===== src/rtl/nt_pkg.sv =====
// Shared constants, masks, FSM state type and helpers for the neurotransmitter regulator.
// Accumulators are indexed CORT=0 .. SER=4 throughout.
package nt_pkg;

    localparam int NT_COUNT = 5;

    localparam logic [2:0] NT_CORT = 3'd0;
    localparam logic [2:0] NT_DOP  = 3'd1;
    localparam logic [2:0] NT_GABA = 3'd2;
    localparam logic [2:0] NT_NE   = 3'd3;
    localparam logic [2:0] NT_SER  = 3'd4;

    localparam logic [7:0] STEP         = 8'd4;
    localparam logic [7:0] BASE         = 8'h40;
    localparam logic [7:0] DRIFT_AWAKE  = 8'd1;
    localparam logic [7:0] DRIFT_ASLEEP = 8'd4;

    localparam logic [15:0] SLEEP_PASS_MASK = 16'h1800;
    localparam int          QUANT_MSB       = 7;

    // Element k belongs to accumulator k (element 0 is CORT).
    localparam logic [4:0][15:0] EXC_MASK = {16'h000C, 16'hC000, 16'h0003, 16'h0030, 16'h3800};
    localparam logic [4:0][15:0] INH_MASK = {16'h1800, 16'h2000, 16'h4000, 16'h1800, 16'h0003};

    typedef enum logic [1:0] {
        ST_IDLE,
        ST_SWEEP,
        ST_COMMIT
    } state_t;

    function automatic logic [4:0] popcount16(input logic [15:0] v);
        logic [4:0] cnt;
        cnt = 5'd0;
        for (int i = 0; i < 16; i++) begin
            cnt = cnt + {4'd0, v[i]};
        end
        return cnt;
    endfunction

    function automatic logic [9:0] quantize(input logic [4:0][7:0] acc);
        logic [9:0] q;
        q = 10'd0;
        for (int i = 0; i < NT_COUNT; i++) begin
            q[2*i +: 2] = acc[i][QUANT_MSB -: 2];
        end
        return q;
    endfunction

endpackage


===== src/rtl/nt_update_alu.sv =====
// Shared combinational update for one accumulator: masked popcounts, signed step,
// saturation to 0..255 and drift back toward the resting value.
module nt_update_alu
    import nt_pkg::*;
(
    input  logic [7:0]  acc_in,
    input  logic [15:0] stim,
    input  logic        asleep,
    input  logic [2:0]  idx,
    output logic [7:0]  acc_out
);

    logic [15:0]        s;
    logic [15:0]        exc;
    logic [15:0]        inh;
    logic [4:0]         inc;
    logic [4:0]         dec;
    logic signed [10:0] delta;
    logic signed [10:0] sum;
    logic [7:0]         clamped;
    logic [7:0]         drift;

    always_comb begin
        s   = asleep ? (stim & SLEEP_PASS_MASK) : stim;
        exc = 16'd0;
        inh = 16'd0;
        if (idx <= NT_SER) begin
            exc = EXC_MASK[idx];
            inh = INH_MASK[idx];
        end
        inc = popcount16(s & exc);
        dec = popcount16(s & inh);

        // 11-bit signed headroom covers 255 + 16*STEP and 0 - 16*STEP without wrap.
        delta = ($signed({6'd0, inc}) - $signed({6'd0, dec})) * $signed({3'd0, STEP});
        sum   = $signed({3'd0, acc_in}) + delta;

        if (sum < 11'sd0) begin
            clamped = 8'd0;
        end else if (sum > 11'sd255) begin
            clamped = 8'd255;
        end else begin
            clamped = sum[7:0];
        end

        drift   = asleep ? DRIFT_ASLEEP : DRIFT_AWAKE;
        acc_out = clamped;
        if (clamped > BASE) begin
            acc_out = ((clamped - BASE) > drift) ? (clamped - drift) : BASE;
        end else if (clamped < BASE) begin
            acc_out = ((BASE - clamped) > drift) ? (clamped + drift) : BASE;
        end
    end

endmodule


===== src/rtl/neurotransmitter_regulator.sv =====
// Tick-driven sweep over five saturating neurotransmitter accumulators using one shared
// update ALU, committing a quantized 2-bit-per-channel level bus once per sweep.
module neurotransmitter_regulator
    import nt_pkg::*;
(
    input  logic        clk,
    input  logic        rst,
    input  logic        tick,
    input  logic [15:0] stimuli,
    input  logic [7:0]  action,
    output logic [9:0]  neurotransmitter_level,
    output logic        level_valid,
    output logic        busy,
    output logic        tick_overrun
);

    state_t          state_q, state_d;
    logic [2:0]      idx_q, idx_d;
    logic            pending_q, pending_d;
    logic [15:0]     snap_stim_q, snap_stim_d;
    logic            snap_asleep_q, snap_asleep_d;
    logic [4:0][7:0] acc_q, acc_d;
    logic [9:0]      level_q, level_d;
    logic            level_valid_q, level_valid_d;
    logic            tick_overrun_q, tick_overrun_d;
    logic [7:0]      alu_out;

    nt_update_alu u_alu (
        .acc_in  (acc_q[idx_q]),
        .stim    (snap_stim_q),
        .asleep  (snap_asleep_q),
        .idx     (idx_q),
        .acc_out (alu_out)
    );

    always_comb begin
        state_d        = state_q;
        idx_d          = idx_q;
        pending_d      = pending_q;
        snap_stim_d    = snap_stim_q;
        snap_asleep_d  = snap_asleep_q;
        acc_d          = acc_q;
        level_d        = level_q;
        level_valid_d  = 1'b0;
        tick_overrun_d = 1'b0;

        case (state_q)
            ST_IDLE: begin
                // A tick queued on the commit edge starts here; a coincident new tick stays queued.
                if (tick || pending_q) begin
                    snap_stim_d   = stimuli;
                    snap_asleep_d = action[0];
                    idx_d         = NT_CORT;
                    state_d       = ST_SWEEP;
                    pending_d     = pending_q & tick;
                end
            end
            ST_SWEEP: begin
                acc_d[idx_q] = alu_out;
                if (idx_q == NT_SER) begin
                    state_d = ST_COMMIT;
                end else begin
                    idx_d = idx_q + 3'd1;
                end
                if (tick) begin
                    if (pending_q) begin
                        tick_overrun_d = 1'b1;
                    end else begin
                        pending_d = 1'b1;
                    end
                end
            end
            ST_COMMIT: begin
                level_d       = quantize(acc_q);
                level_valid_d = 1'b1;
                if (pending_q) begin
                    pending_d     = 1'b0;
                    snap_stim_d   = stimuli;
                    snap_asleep_d = action[0];
                    idx_d         = NT_CORT;
                    state_d       = ST_SWEEP;
                    if (tick) begin
                        tick_overrun_d = 1'b1;
                    end
                end else begin
                    state_d = ST_IDLE;
                    if (tick) begin
                        pending_d = 1'b1;
                    end
                end
            end
            default: begin
                state_d = ST_IDLE;
            end
        endcase
    end

    always_ff @(posedge clk or posedge rst) begin
        if (rst) begin
            state_q        <= ST_IDLE;
            idx_q          <= NT_CORT;
            pending_q      <= 1'b0;
            snap_stim_q    <= 16'd0;
            snap_asleep_q  <= 1'b0;
            acc_q          <= {NT_COUNT{BASE}};
            level_q        <= 10'h155;
            level_valid_q  <= 1'b0;
            tick_overrun_q <= 1'b0;
        end else begin
            state_q        <= state_d;
            idx_q          <= idx_d;
            pending_q      <= pending_d;
            snap_stim_q    <= snap_stim_d;
            snap_asleep_q  <= snap_asleep_d;
            acc_q          <= acc_d;
            level_q        <= level_d;
            level_valid_q  <= level_valid_d;
            tick_overrun_q <= tick_overrun_d;
        end
    end

    assign neurotransmitter_level = level_q;
    assign level_valid            = level_valid_q;
    assign tick_overrun           = tick_overrun_q;
    assign busy                   = (state_q != ST_IDLE);

endmodule


===== config.mk =====
export PLATFORM = sky130hd
export DESIGN_NAME = neurotransmitter_regulator
export DESIGN_NICKNAME = d
export VERILOG_FILES = /design/src/rtl/nt_pkg.sv /design/src/rtl/nt_update_alu.sv /design/src/rtl/neurotransmitter_regulator.sv
export SDC_FILE = /design/constraint.sdc
export NUM_CORES = 1
export LEC_CHECK = 0
export BUFFER_PORTS_ARGS = -buffer_cell sky130_fd_sc_hd__buf_2
export CAP_MARGIN = 20
export CORE_MARGIN = 2
export CORE_UTILIZATION = 30
export CTS_CLUSTER_DIAMETER = 120
export CTS_CLUSTER_SIZE = 28
export DETAILED_ROUTE_END_ITERATION = 10
export GPL_TIMING_DRIVEN = 0
export HOLD_SLACK_MARGIN = 0.15
export MAX_ROUTING_LAYER = met4
export PLACE_DENSITY = 0.46
export SYNTH_ARGS = -nofsm -noshare
export SYNTH_HDL_FRONTEND = slang
export SYNTH_SLANG_ARGS = --single-unit

===== constraint.sdc =====
create_clock -name clk -period 15.7 [get_ports clk]
set_input_delay 0.785 -clock clk [delete_from_list [all_inputs] [get_ports clk]]
set_output_delay 0.785 -clock clk [all_outputs]
set_load 0.05 [all_outputs]

Yosys cells after proc, flatten, opt, wreduce, memory -nomap -nowiden
Memories as Yosys holds them, arrays and structs flattened. Index checks and enable logic that the tools add are counted.

Flip-flop bits (word level): 75. Bits in read-only memories: 256. Input bits: 27. Word-level logic and storage cells: 123. Memories kept: 2.

Add/sub/neg operators: 37. Magnitude comparators: 9. Equal/unequal tests: 8. Muxes and demuxes: 41. Bitwise logic cells: 3. Reductions and logical operators: 10.

Memories: (no name shown) (depth 8, bits a word 16, rd ports 1, clocked after memory_dff 0, wr ports 0, RTL line nt_update_alu.sv:28) `exc = EXC_MASK[idx];`; (no name shown) (depth 8, bits a word 16, rd ports 1, clocked after memory_dff 0, wr ports 0, RTL line nt_update_alu.sv:29) `inh = INH_MASK[idx];`.

Operators by type and width (count): $add 5x1->5 (28); $mux 16 (7); $mux 8 (8); $bwmux 40 (1); $and 16x16->16 (2); $pmux 16 s2 (1); $bmux 8 s3 (1); $demux 8 s3 (1); $gt 8x8->1 (2); $mux 3 (4); $add 9x11->11 (1); $gt 11x9->1 const B (1); $lt 11x1->1 const B (1); $mux 1 (11); $ne 2x2->1 const B (5); $pmux 3 s3 (1); $add 8x8->8 (1); $gt 8x7->1 const B (1); $lt 8x7->1 const B (1); $sub 7x8->8 const A (1); $sub 8x7->8 const B (1); $sub 8x8->8 (1); $pmux 2 s3 (1); $reduce_and 3->1 (2); 20 further kinds (24).

Depth between registers and ports, before layout
Depth after elaboration: 30. Depth in mapped cells: 36.

Modules after synthesis
A second synthesis with hierarchy kept.

Cells, all modules: 496. Area, all modules: 5301.3 µm².

Modules (own cells, without submodules): neurotransmitter_regulator (times used 1, cells each 246, area each 3413.3 µm²); nt_update_alu (times used 1, cells each 250, area each 1888.1 µm²).

Worst setup path after synthesis
OpenSTA, ideal clock, no wires.

Path kind: register to register. Start point: register idx_q[0]. End point: register acc_q[25] in the netlist's numbering. Library setup time: 0.125 ns. Arrival time: 7.899 ns. Setup slack: 7.676 ns. Cell stages (with the launch flop): 37. Path through: dfrtp_1 > clkbuf_1 > inv_1 > ha_1 > and3_1 > and2_1 > ha_1 > inv_1 > fa_1 > fa_1 > inv_1 > fa_1 > ha_1 > fa_1 > ha_1 > nor2b_1 > o21a_1 > nor2_1 > xor2_1 > ha_1 > o21ai_1 > o21ai_1 > nand2_1 > a21oi_1 > nor2_1 > a21oi_1 > inv_1 > ha_1 > xnor2_1 > ha_1 > a21oi_1 > a31oi_1 > or4_4 > buf_6 > a31oi_4 > o22ai_2 > mux2_4.

Cells in the longest elaborated chain, start to end: 30.

RTL lines: from (decl) (RTL line neurotransmitter_regulator.sv:18) `logic [2:0] idx_q, idx_d;`; from (signal assigned) (RTL line neurotransmitter_regulator.sv:111) `idx_q <= idx_d;`; $mem_v2 8x16, on equally long branches; $mux 16, on equally long branches (RTL line nt_update_alu.sv:28, nt_update_alu.sv:29); $mux 16 (RTL line nt_update_alu.sv:27) `if (idx <= NT_SER) begin`; $and 16x16->16, on equally long branches (RTL line nt_update_alu.sv:31, nt_update_alu.sv:32); $add 1x1->2 (RTL line nt_pkg.sv:35) `cnt = cnt + {4'd0, v[i]};`; $add 5x1->5 (14 in a row) (RTL line nt_pkg.sv:35); $sub 5x5->6 (RTL line nt_update_alu.sv:35) `delta = ($signed({6'd0, inc}) - $signed({6'd0, dec})) * $signed({3'd0, STEP});`; $add 9x11->11 (RTL line nt_update_alu.sv:36) `sum = $signed({3'd0, acc_in}) + delta;`; $gt 11x9->1 (RTL line nt_update_alu.sv:40) `end else if (sum > 11'sd255) begin`; $mux 8 (RTL line nt_update_alu.sv:40); $mux 8 (RTL line nt_update_alu.sv:38) `if (sum < 11'sd0) begin`; $sub 7x8->8 (RTL line nt_update_alu.sv:51) `acc_out = ((BASE - clamped) > drift) ? (clamped + drift) : BASE;`; $gt 8x8->1 (RTL line nt_update_alu.sv:51); $mux 8 (RTL line nt_update_alu.sv:51); $mux 8 (RTL line nt_update_alu.sv:50) `end else if (clamped < BASE) begin`; $mux 8 (RTL line nt_update_alu.sv:48) `if (clamped > BASE) begin`; $bwmux 40 * (RTL line neurotransmitter_regulator.sv:59) `acc_d[idx_q] = alu_out;`; to (signal assigned) (RTL line neurotransmitter_regulator.sv:105) `acc_q <= {NT_COUNT{BASE}};`; to (decl) (RTL line neurotransmitter_regulator.sv:22) `logic [4:0][7:0] acc_q, acc_d;`.

Every way passes the cells marked *; elsewhere a longest branch is shown, timed or not. The select of a mux whose other input is x is not followed. A chain may end at the register's enable or synchronous reset.

Final worst setup path
Start point: register idx_q[2]. End point: register acc_q[36] in the netlist's numbering.

The elaborated chain is that of the path after synthesis.

==> run summary <==
status: complete, no violations
Final TNS setup: 0 ns
Ant. Diodes: 0
vias per cell: 5.16
Synth Warn #: 0
die area: 17800 sq um
Crit path top cell by count: ha_1
Net Count, Synth: 590
distinct cell type count after synthesis: 74
CTS H-tree lvls: 3
max-slew violation count: 0
clock transition at the registers of the reported paths: 0.05 ns
Die X-Extent: 133 um
CTS buffer count: 9
WL/cell: 17.0 um
GRT Util Overall: 16.0%
Syn Area/Cell: 9.66 sq um
Max Buffers Root-to-Sink: 2
largest net degree at the start of global routing: 71
Starting Density: 30.4%
# Max-Cap Violations: 0
Async SR Flop Fraction: 100%
TritonCTS clock tree: built
1st-iter DRT viols: 261
final setup violation count: 0
most numerous cell in the Yosys netlist: dfrtp_1
worst slew pin tran: 1.12 ns
total wire length: 13.3 mm
synth cell count leaders: dfrtp_1 (60), nand2_1 (50), a21oi_1 (40)
initial antenna violation count: 0
Crit Path Max Fanout: 10
Seq cells post-synth: 70
Root Driver: clkbuf_16
Tcrit/Tclk final: 60.1%
max incr delay on CP: 0.50 ns
crit start category: flop
total core area: 16500 sq um
Area growth syn-to-layout: 14.6%
Layout Skew: 0.00352 ns
Hold Crit Class: reg2reg
Setup Buffers After CTS: 0
I/O Buffers: 27
Yosys top cell by area: dfrtp_1
Slew headroom: 24.8%
drt pass-1 iters: 4
GPL Wtd Cong: 0.869
Layout Nets: 630
hpwl dp: 10.2 mm
first-pass GRT wire length: 22.0 mm
cell count after synthesis: 519
CP max stage cell: o21ai_1
clk sink count: 70
# IOs: 40
Top FF cell, synth: dfrtp_1
unrepaired setup endpoints after global routing: no
number of remaining DRC errors: 0
Critical Path AT: 9.66 ns
CP endpoint kind: flop
max frequency: 106 MHz
via count: 4049
Area contributors post-synth: dfrtp_1 (30%), mux2_2 (8.3%), ha_1 (8.2%)
Die H: 133 um
Min Clock Period, post-route: 9.44 ns
# fillers: 1720
hold-fix buffers at CTS: 0
Seq/Total Area, Yosys: 35.2%
Crit Path Category: reg2reg
Post-synth EDFFs: 0
Std-Cell Rows: 47
final hold vios: 0
vias in the first global route: 4136
post-synth top area share: 30.0%
Post-CTS Resized: 0
clock latency on the worst-skew pair: 0.33 ns
Worst EP required: 15.92 ns
Synth Cell Area: 5010 sq um
Overflow after GRT: 0
layout cells sized above 1: 20.6%
post-route antenna net violation count: 0
logic make-up (layout without fill, tap and decap cells):
| logic type | Yosys count | count (layout) | share of synthesized area, % |
|---|---|---|---|
| AOI/OAI and AO/OA | 135 | 135 | 18.7 |
| and+or+nand+nor | 153 | 153 | 14.6 |
| muxes | 57 | 57 | 12.8 |
| buffers and inverters | 50 | 95 | 4.14 |
| DFF | 70 | 70 | 35.2 |
| xor gates and xnor gates | 10 | 10 | 1.90 |
| adders and majority gates | 44 | 44 | 12.6 |
cell usage in the layout (no fill, tap or decap), types with 10 or more instances in the layout:
| cell type | instances |
|---|---|
| mux2i_1 | 15 |
| mux2_2 | 37 |
| nand2_1 | 50 |
| dfrtp_1 | 60 |
| ha_1 | 33 |
| buf_2 | 28 |
| nand3_1 | 10 |
| nor3_1 | 13 |
| dfstp_2 | 10 |
| and3_1 | 12 |
| inv_1 | 31 |
| o21ai_0 | 23 |
| fa_1 | 11 |
| clkbuf_1 | 13 |
| nor2_1 | 38 |
| a21oi_1 | 40 |
per-layer routing:
metal  wire length (um)  share of wire, %  vias up  global-route usage [%]
met5                  0                 0        -                       -
met4                208               1.6        0                    5.14
met3                359               2.7       18                    1.86
met2               6190                47       84                    25.3
met1               6540                49     2002                    21.5
li1                   -                 -     1945                       -
per-stage QoR:
step	std cells	util [%]	area, sq um	hold WS (ns)	worst slack (ns)
5_1_grt	784	34.9	5750	0.512	5.57
6_report	784	34.9	5750	0.496	6.26
2_1_floorplan	519	-	5010	0.464	7.68
4_1_cts	783	34.9	5740	0.499	6.34
3_3_place_gp	766	32.9	5420	0.481	6.30
3_5_place_dp	767	33.0	5430	0.492	6.37
cell type report:
class	count	area [sq um]	area share [%]
repair buffers	29	148	2.57
flip-flops and latches	70	1760	30.7
inverters	35	134	2.33
clock inverters	1	30.0	0.523
well taps	220	275	4.79
clock buffers	15	278	4.83
plain buffers	15	76.3	1.33
multi-input cells	399	3040	52.9
sequential cells by signal, indices dropped and copies added, names as in the netlist:
signal and count:
snap_stim_q 11, tick_overrun 1, snap_asleep_q 1, pending_q 1, state_q 2, level_valid 1, neurotransmitter_level 10, idx_q 3
acc_q 40
path summary, 6_finish.rpt:
path	start	to	slack [ns]	cells after the start
worst max-delay path	idx_q[2]$_DFFE_PP0P_	acc_q[36]$_DFFE_PP0P_	6.26	33
worst min-delay path	acc_q[14]$_DFFE_PP1P_	acc_q[14]$_DFFE_PP1P_	0.50	2
worst max register to register	idx_q[2]$_DFFE_PP0P_	acc_q[36]$_DFFE_PP0P_	6.26	33
worst min register to register	acc_q[14]$_DFFE_PP1P_	acc_q[14]$_DFFE_PP1P_	0.50	2
max in group asynchronous	rst	acc_q[0]$_DFFE_PP0P_	14.50	2
min in group asynchronous	rst	state_q[1]$_DFFE_PP0P_	0.65	2
worst max-delay path: cells and delay by family (launching register included):
kind	cells	cell delay, ns
mux	1	0.30
flops	1	0.43
buf+inv	6	1.11
fa+ha+maj	10	3.56
xor+xnor	1	0.09
compound gates	8	2.30
simple gates	7	1.52
Power is left out: the tool's default activity adds up to more than one toggle a clock period on the data nets, which glitch-free logic cannot reach.
